==> src/rtl/trace_pkg.sv <==
// rtl/trace_pkg.sv - shared types and constants for the probe trace buffer
package trace_pkg;

  localparam int TRACE_XLEN = 32;
  localparam int REC_W      = 5 * TRACE_XLEN + 16;

  localparam logic [1:0] MODE_ALL     = 2'd0;
  localparam logic [1:0] MODE_WB_ONLY = 2'd1;
  localparam logic [1:0] MODE_TRIGGER = 2'd2;

  typedef enum logic [1:0] {
    ST_IDLE    = 2'd0,
    ST_ARMED   = 2'd1,
    ST_CAPTURE = 2'd2
  } state_t;

  // First member lands in the MSBs, so rs2_data ends up at bit 0.
  typedef struct packed {
    logic                  we;
    logic [4:0]            rd;
    logic [4:0]            rs1;
    logic [4:0]            rs2;
    logic [TRACE_XLEN-1:0] pc;
    logic [TRACE_XLEN-1:0] insn;
    logic [TRACE_XLEN-1:0] wdata;
    logic [TRACE_XLEN-1:0] rs1_data;
    logic [TRACE_XLEN-1:0] rs2_data;
  } trace_rec_t;

endpackage

==> src/rtl/trace_fifo.sv <==
// rtl/trace_fifo.sv - record FIFO with drop/overwrite policy and registered head
module trace_fifo #(
  parameter int W     = 176,
  parameter int DEPTH = 16,
  parameter int WRAP  = 0
) (
  input  logic                     clock,
  input  logic                     reset,
  input  logic                     clear,
  input  logic                     push,
  input  logic [W-1:0]             din,
  input  logic                     out_ready,
  output logic                     out_valid,
  output logic [W-1:0]             out_rec,
  output logic [$clog2(DEPTH):0]   count,
  output logic [15:0]              drop_count
);

  localparam int AW = $clog2(DEPTH);
  localparam int CW = AW + 1;

  logic [W-1:0]  mem [DEPTH];
  logic [AW-1:0] rd_ptr;
  logic [AW-1:0] wr_ptr;
  logic [AW-1:0] rd_next;
  logic [CW-1:0] count_next;
  logic [W-1:0]  head_next;
  logic          full;
  logic          pop;
  logic          do_write;
  logic          rd_adv;
  logic          lost;

  assign out_valid = (count != '0);

  // Decide write/advance/drop for this cycle and the head entry that follows it.
  always_comb begin
    full       = (count == CW'(DEPTH));
    pop        = out_valid && out_ready;
    do_write   = push && (!full || pop || (WRAP != 0));
    rd_adv     = pop || (push && full && (WRAP != 0));
    lost       = push && full && !pop;
    rd_next    = rd_ptr + AW'(rd_adv);
    count_next = count;
    if (do_write && !rd_adv) count_next = count + CW'(1);
    else if (!do_write && rd_adv) count_next = count - CW'(1);
    // A write landing on the new head slot must be forwarded, mem is not yet updated.
    head_next = (do_write && (wr_ptr == rd_next)) ? din : mem[rd_next];
  end

  // Storage array; contents need no reset since pointers/count gate visibility.
  always_ff @(posedge clock) begin
    if (do_write && !clear) mem[wr_ptr] <= din;
  end

  // Pointers, occupancy, loss counter and registered head.
  always_ff @(posedge clock or negedge reset) begin
    if (!reset) begin
      rd_ptr     <= '0;
      wr_ptr     <= '0;
      count      <= '0;
      drop_count <= '0;
      out_rec    <= '0;
    end else if (clear) begin
      rd_ptr     <= '0;
      wr_ptr     <= '0;
      count      <= '0;
      drop_count <= '0;
      out_rec    <= '0;
    end else begin
      if (do_write) wr_ptr <= wr_ptr + AW'(1);
      rd_ptr  <= rd_next;
      count   <= count_next;
      out_rec <= head_next;
      if (lost && (drop_count != 16'hFFFF)) drop_count <= drop_count + 16'd1;
    end
  end

endmodule

==> src/rtl/probe_trace_buffer.sv <==
// rtl/probe_trace_buffer.sv - capture FSM and push qualification for core probe tracing
module probe_trace_buffer
  import trace_pkg::*;
#(
  parameter int XLEN  = 32,
  parameter int DEPTH = 16,
  parameter int WRAP  = 0
) (
  input  logic                    clock,
  input  logic                    reset,
  input  logic [1:0]              cfg_mode,
  input  logic [XLEN-1:0]         cfg_trig_pc,
  input  logic                    arm,
  input  logic                    stop,
  input  logic                    clear,
  input  logic                    probe_valid,
  input  logic [XLEN-1:0]         probe_pc,
  input  logic [XLEN-1:0]         probe_insn,
  input  logic                    probe_we,
  input  logic [4:0]              probe_rd,
  input  logic [XLEN-1:0]         probe_wdata,
  input  logic [4:0]              probe_rs1,
  input  logic [4:0]              probe_rs2,
  input  logic [XLEN-1:0]         probe_rs1_data,
  input  logic [XLEN-1:0]         probe_rs2_data,
  output logic                    out_valid,
  input  logic                    out_ready,
  output logic [5*XLEN+15:0]      out_rec,
  output logic [$clog2(DEPTH):0]  count,
  output logic [15:0]             drop_count,
  output logic [1:0]              state
);

  state_t cur_st;
  state_t nxt_st;
  logic   trig_hit;
  logic   push;
  logic [5*XLEN+15:0] rec;

  assign state = cur_st;
  assign rec   = {probe_we, probe_rd, probe_rs1, probe_rs2, probe_pc,
                  probe_insn, probe_wdata, probe_rs1_data, probe_rs2_data};

  // State register.
  always_ff @(posedge clock or negedge reset) begin
    if (!reset) cur_st <= ST_IDLE;
    else        cur_st <= nxt_st;
  end

  // Next state and push qualification; the trigger cycle itself is captured.
  always_comb begin
    nxt_st   = cur_st;
    trig_hit = (cur_st == ST_ARMED) && probe_valid && (probe_pc == cfg_trig_pc);
    push     = probe_valid && ((cur_st == ST_CAPTURE) || trig_hit) &&
               ((cfg_mode != MODE_WB_ONLY) || probe_we);
    if (stop) begin
      nxt_st = ST_IDLE;
    end else begin
      case (cur_st)
        ST_IDLE:    if (arm) nxt_st = (cfg_mode == MODE_TRIGGER) ? ST_ARMED : ST_CAPTURE;
        ST_ARMED:   if (trig_hit) nxt_st = ST_CAPTURE;
        ST_CAPTURE: nxt_st = ST_CAPTURE;
        default:    nxt_st = ST_IDLE;
      endcase
    end
  end

  trace_fifo #(
    .W     (5 * XLEN + 16),
    .DEPTH (DEPTH),
    .WRAP  (WRAP)
  ) u_fifo (
    .clock      (clock),
    .reset      (reset),
    .clear      (clear),
    .push       (push),
    .din        (rec),
    .out_ready  (out_ready),
    .out_valid  (out_valid),
    .out_rec    (out_rec),
    .count      (count),
    .drop_count (drop_count)
  );

endmodule

==> config.mk <==
export PLATFORM = sky130hd
export DESIGN_NAME = probe_trace_buffer
export DESIGN_NICKNAME = d
export VERILOG_FILES = /design/src/rtl/trace_pkg.sv /design/src/rtl/trace_fifo.sv /design/src/rtl/probe_trace_buffer.sv
export SDC_FILE = /design/constraint.sdc
export NUM_CORES = 2
export LEC_CHECK = 0
export CAP_MARGIN = 10
export CORE_MARGIN = 1.5
export CORE_UTILIZATION = 35
export CTS_CLUSTER_SIZE = 30
export DETAILED_ROUTE_END_ITERATION = 6
export GPL_TIMING_DRIVEN = 0
export REMOVE_ABC_BUFFERS = 1
export SYNTH_ARGS = -nofsm -noshare
export SYNTH_HDL_FRONTEND = slang
export SYNTH_SLANG_ARGS = --single-unit
==> constraint.sdc <==
create_clock -name clock -period 39.7 [get_ports clock]
set_clock_uncertainty 0.2 [all_clocks]
set_input_delay 5.955 -clock clock [delete_from_list [all_inputs] [get_ports clock]]
set_output_delay 5.955 -clock clock [all_outputs]
set_load 0.01 [all_outputs]
==> flow_summary.json <==
{
  "postCtsSetupBuffers": 0,
  "hpwl_um": 189000,
  "cts.clk_slew.worst_paths_ps": 60,
  "yosys_warnings": 0,
  "detail_route.wl_per_cell_um": 28.6,
  "wl_um": 297000,
  "slew_headroom_pct": 22.7,
  "die_area_mm2": 0.331,
  "cts_resized": 0,
  "grt_max_degree": 78,
  "start_util_pct": 35.3,
  "drt_iter0_markers": 5994,
  "cp_max_fo": 18,
  "antenna_found_initial": 64,
  "criticalPathCategory": "in -> reg",
  "irDropWorstVdd_mv": 0.0571,
  "worst_slack_ps": 27320,
  "grt_first_pass_wirelength_um": 421000,
  "area_delta_synth_final_pct": 22.2,
  "cts_root_buf": "clkbuf_16",
  "finalSetupTns_ps": 0,
  "grt_overflow": 0,
  "hold_violations": 0,
  "gr-usage-all-layers_pct": 17.7,
  "cts_tree": "yes",
  "rsz0062_at_grt": "false",
  "power_density_mw_per_mm2": 66.4,
  "final_antenna_net_count": 0,
  "synth_edf_count": 2816,
  "place_congestion": 0.713,
  "drive_above_1_share_pct": 28.6,
  "vias": 55200,
  "ys_types": 46,
  "finalNetCount": 5995,
  "synthArstFlopShare_pct": 6.85,
  "synthCells": 4939,
  "status": "completed",
  "maxCapViolations": 0,
  "drt_pass1_iterations": 5,
  "cts.sinks": 3023,
  "dieHeight_um": 575,
  "ys_seq_area_share_pct": 78.3,
  "clk_latency_ps": 900,
  "syn_avg_cell_area_um2": 23.2,
  "cp.arrival_ps": 12790,
  "vias_per_cell": 5.32,
  "clockBufferDepth": 4,
  "yosys_register_bits": 3023,
  "crit_required_ps": 40110,
  "cts_inserted_buffers": 323,
  "syn_area_mm2": 0.115,
  "fmax_mhz": 80.8,
  "post-place-ws_ps": 26260,
  "die_x_um": 575,
  "grt_pass1_vias": 57000,
  "cts_hold_buf": 0,
  "setup_viol": 0,
  "finalMaxSlewViolations": 0,
  "port_buffers": 416,
  "start_kind": "input port",
  "fillCellCount": 27600,
  "fin_crit_sh_pct": 31.2,
  "drc": 0,
  "io_pins": 417,
  "htreeDepth": 5,
  "power.leakage_nw": 44.5,
  "rows": 209,
  "core_mm2": 0.325,
  "cp-end-kind": "register",
  "synth_ff_type": "edfxtp_1",
  "final.min_clock_period_ps": 12380,
  "tightestPinTransition_ps": 1150,
  "hold_class": "reg -> reg"
}
-- critical path, cell delays in order --
cell and delay, ps:
clkdlybuf4s50_1 830, xnor2_1 1120, nand4_1 290, nor4_4 740
a41oi_2 400, nor3_2 480, nand3_1 460, nor3_2 760
buf_6 260, buf_8 160, buf_6 180, buf_6 190
buf_6 190, buf_6 200, buf_6 190, buf_8 160
buf_6 160
-- metrics by stage --
stage          std cells  util, %  area, um^2  power, mW  hold slack [ps]
4_1_cts            10400     43.1      140000       9.44              395
3_5_place_dp        9762     39.9      130000       6.48              385
5_1_grt            10400     43.1      140000       9.71              422
2_1_floorplan       4674        -      113000       7.38              375
6_report           10400     43.1      140000       9.30              400
3_3_place_gp        9415     37.9      123000       7.73              353
-- sequential cells by signal, indices dropped and copies added (netlist names) --
signal / flops
u_fifo.out_rec: 176
u_fifo.wr_ptr: 4
u_fifo.count: 5
u_fifo.rd_ptr: 4
u_fifo.mem: 2816
state: 2
u_fifo.drop_count: 16
-- final timing paths --
check	startpoint	to	slack, ps	cells after the start
worst max-delay path	probe_pc[7]	u_fifo.mem[3][64]	27320	17
worst min-delay path	u_fifo.drop_count[10]	u_fifo.drop_count[10]	400	2
worst max register to register	u_fifo.count[0]	u_fifo.out_rec[53]	34410	13
worst min register to register	u_fifo.drop_count[10]	u_fifo.drop_count[10]	400	2
max in group asynchronous	reset	u_fifo.out_rec[28]	33290	3
min in group asynchronous	reset	u_fifo.out_rec[79]	4750	1
-- kinds of logic (layout without fill, tap and decap cells) --
kind of cell | count (synthesis) | in the layout | share of synthesized area, %
flops | 3023 | 3023 | 78.3
mux | 882 | 882 | 17.3
simple gates | 473 | 473 | 1.74
buf+inv | 275 | 1364 | 1.03
compound gates | 226 | 226 | 1.04
xor+xnor | 44 | 44 | 0.343
fa+ha+maj | 16 | 16 | 0.181
other cells | 0 | 22 | 0
-- cell usage in the layout, fill, tap and decap left out, drive strengths merged, types with 5 or more instances in the layout --
cell type	Yosys	final
inv	10	21
mux4	880	880
nor2	28	28
clkbuf	120	432
clkinvlp	0	13
dfrtp	207	207
nand3	16	16
ha	15	15
nand4	16	16
or3	11	11
xnor2	37	37
o21ai	11	11
xor2	7	7
diode	0	22
nand2	366	366
clkinv	0	117
bufinv	0	18
a21oi	200	200
edfxtp	2816	2816
buf	145	349
clkdlybuf4s50	0	414
nor3	7	7
or4	6	6
nand2b	5	5
-- cells in the mapped netlist, types with 2 or more instances --
cell type / instances / area share, %
inv_1: 10 / 0.033
buf_1: 33 / 0.11
edfxtp_1: 2816 / 74
xnor2_1: 36 / 0.28
nand3_1: 16 / 0.070
nand4_1: 16 / 0.087
nor2_1: 27 / 0.088
nand2_1: 366 / 1.2
ha_1: 15 / 0.16
nor3_1: 6 / 0.026
or3_1: 11 / 0.060
and3_1: 3 / 0.016
o21ai_1: 5 / 0.022
mux4_2: 880 / 17
xor2_1: 7 / 0.054
nor2b_1: 2 / 0.011
a21oi_1: 200 / 0.87
or4_1: 6 / 0.039
clkbuf_1: 120 / 0.39
buf_2: 110 / 0.48
buf_4: 2 / 0.013
nand2b_1: 5 / 0.027
and2_1: 2 / 0.011
o21ai_0: 6 / 0.026
and4_1: 4 / 0.031
nor4_2: 2 / 0.022
a21o_1: 4 / 0.026
mux2i_1: 2 / 0.017
o31ai_1: 4 / 0.026
dfrtp_1: 207 / 4.5
-- per-layer routing --
layer / track usage [%] / wire (um) / vias up
met5: 0 / 269 / -
met4: 4.52 / 6790 / 44
met3: 3.48 / 21500 / 448
met2: 27.9 / 141000 / 2077
met1: 25.3 / 127000 / 30200
li1: - / - / 22500
-- report_power, final --
part | leakage, nW | switching [mW] | internal, mW
registers | 28.0 | 0.0452 | 3.57
clock network | 5.05 | 1.25 | 1.69
logic | 11.4 | 1.17 | 1.58
-- cell type report --
type                            count  area (um^2)  share of cell area (%)
Sequential cell                  3023        89700                    64.1
Multi-Input combinational cell   1641        23800                    17.0
Timing Repair Buffer              763        10600                    7.57
Clock buffer                      432         8810                    6.29
Tap cell                         4325         5410                    3.86
Clock inverter                    159         1580                    1.13
Antenna cell                       22         55.1                  0.0393
Inverter                           10         37.5                  0.0268
(Power assumes the default switching activity.)
==> RTL change: new RTL, same settings <==
`XLEN`: 32 -> 28.
--- a/src/rtl/probe_trace_buffer.sv
+++ b/src/rtl/probe_trace_buffer.sv
@@ -2,7 +2,7 @@
 module probe_trace_buffer
   import trace_pkg::*;
 #(
-  parameter int XLEN  = 32,
+  parameter int XLEN  = 28,
   parameter int DEPTH = 16,
   parameter int WRAP  = 0
 ) (
Interface: changed (7 resized); port bits go from 417 to 373. The function was not compared with the original's and may differ.
==> RTL change against the original RTL <==
  * Power is 8.5% lower
  * Final cell count shrank 12%
  * Area after synthesis is 11% lower
  * Combinational power down 7%
  * Clock power is 6.8% lower
  * Worst setup slack improved by 0.84 ns
  * Wire length fell by 13%
  * Sequential share of layout area shrank 0.48 points
  * Sequential power is 11% lower
  * Maximum frequency grew 7.2%
  * Hold slack worse by 0.020 ns
  * Design area shrank 11%
  * Sequential cell count fell by 340
  * Count of clock-buffer cells in the layout decreased by 58
  * Largest cell class unchanged
  * Highest routed layer unchanged
==> RTL change: results <==
group,metric,value,unit
placement,dp_hpwl,162000,um
critical_path,rr_worst_depth,12,
synth,async_flop_share,0.0697,
placement,pre_cts_ws,27.09,ns
detailed_routing,totalWireLength,257000,um
placement,io_buffers,372,
detailed_routing,via_per_inst,5.21,
grt,grt_max_degree,83,
sta,max_slew.worst_pin.slew,0.996,ns
detailed_routing,initialDrtViolationCount,4282,
clock_tree,clkTransAtPathRegs,0.06,ns
cells_and_area,drive_gt1_frac,0.294,
cells_and_area,nets,5191,
synth,ys.flop_type,"edfxtp_1",
synth,ys_top_cells_by_area,"edfxtp_1 (73%), mux4_2 (17%), dfrtp_1 (4.6%)",
grt,grt_pass1_vias,49800,
cells_and_area,n_fill_cell,24500,
grt,antenna_found_initial,58,
synth,synthCells,4222,
synth,yosys-top-cells-count,"edfxtp_1 (2496), mux4_2 (780), nor2_1 (195), dfrtp_1 (187), mux2i_1 (160)",
critical_path,cp.arrival,11.86,ns
clock_tree,postCtsSetupBuffers,0,
placement,place.gp.congestion,0.703,
outcome,outcome,"finished clean",
clock_tree,cts_buffers,300,
critical_path,cpLargestDelayFamily,"simple AND/OR/NAND/NOR gates",
placement,placed_area,115000,sq um
power_and_ir_drop,powerDensity,68.0,nW/um^2
clock_tree,clk_latency,0.88,ns
sta,setup_viol_count_final,0,
grt,track_usage,0.173,
worst_hold_path,holdPathStages,2,
clock_tree,clockBufferDepth,4,
detailed_routing,wl_per_cell,28.1,um
synth,synth_edf_count,2496,
cells_and_area,largest_registers,"u_fifo.mem x2496, u_fifo.out_rec x156, u_fifo.drop_count x16",
synth,ys_seq_area_frac,0.780,
power_and_ir_drop,leakage,39.5,nW
detailed_routing,firstDrtPassIters,7,
clock_tree,cts_resized,0,
placement,numPlacedInstances,8580,
critical_path,cpPeakStageDelay,0.92,ns
critical_path,crit_path_top_delay_cell,"nor4_4",
critical_path,path_max_fanout,23,
power_and_ir_drop,irDropWorstVdd,58.7,uV
synth,ys_types,48,
grt,grt_pass1_wl,367000,um
synth,yosys_warnings,0,
RTL change: path summary, 6_finish.rpt:
kind,slack (ns),from,endpoint
max in group asynchronous,33.40,reset,u_fifo.out_rec[43]
setup / recovery,28.16,probe_pc[18],u_fifo.mem[1][43]
hold reg to reg,0.38,state[1],state[1]
setup reg to reg,34.02,u_fifo.count[1],u_fifo.out_rec[73]
hold / removal,0.38,state[1],state[1]
min in group asynchronous,4.86,reset,u_fifo.out_rec[148]
RTL change: report_power, final:
part,total [mW],switching [mW],internal (mW)
Clock,2.74,1.12,1.61
Sequential,3.21,0.0403,3.17
Combinational,2.56,1.09,1.47
RTL change: layer usage:
metal | routed length (um) | track usage | vias to the layer above
met5 | 359 | 0 | -
met3 | 18600 | 0.0418 | 404
met2 | 125000 | 0.279 | 1566
li1 | - | - | 19500
met1 | 107000 | 0.236 | 26000
met4 | 6280 | 0.0478 | 62
RTL change: cells by family after synthesis:
kind of cell	after synthesis	share of synthesized area
AND/OR/NAND/NOR	284	0.0124
multiplexers	943	0.188
AO/OA/AOI/OAI	19	0.00130
XOR/XNOR	51	0.00445
flip-flops	2683	0.780
buffers and inverters	226	0.0110
adder cells (fa/ha/maj)	16	0.00204
RTL change: final cells by class:
| type | instances | share of cell area |
|---|---|---|
| Tap cell | 3900 | 0.0390 |
| Timing Repair Buffer | 675 | 0.0757 |
| Inverter | 9 | 0.000270 |
| Clock buffer | 374 | 0.0635 |
| Clock inverter | 161 | 0.0137 |
| Antenna cell | 17 | 0.000340 |
| Sequential cell | 2683 | 0.636 |
| Multi-Input combinational cell | 1313 | 0.171 |
RTL change: worst min-delay path: stages (launching register included):
cell and delay, ns:
dfrtp_1 0.42, nand2_1 0.07, o41ai_1 0.06
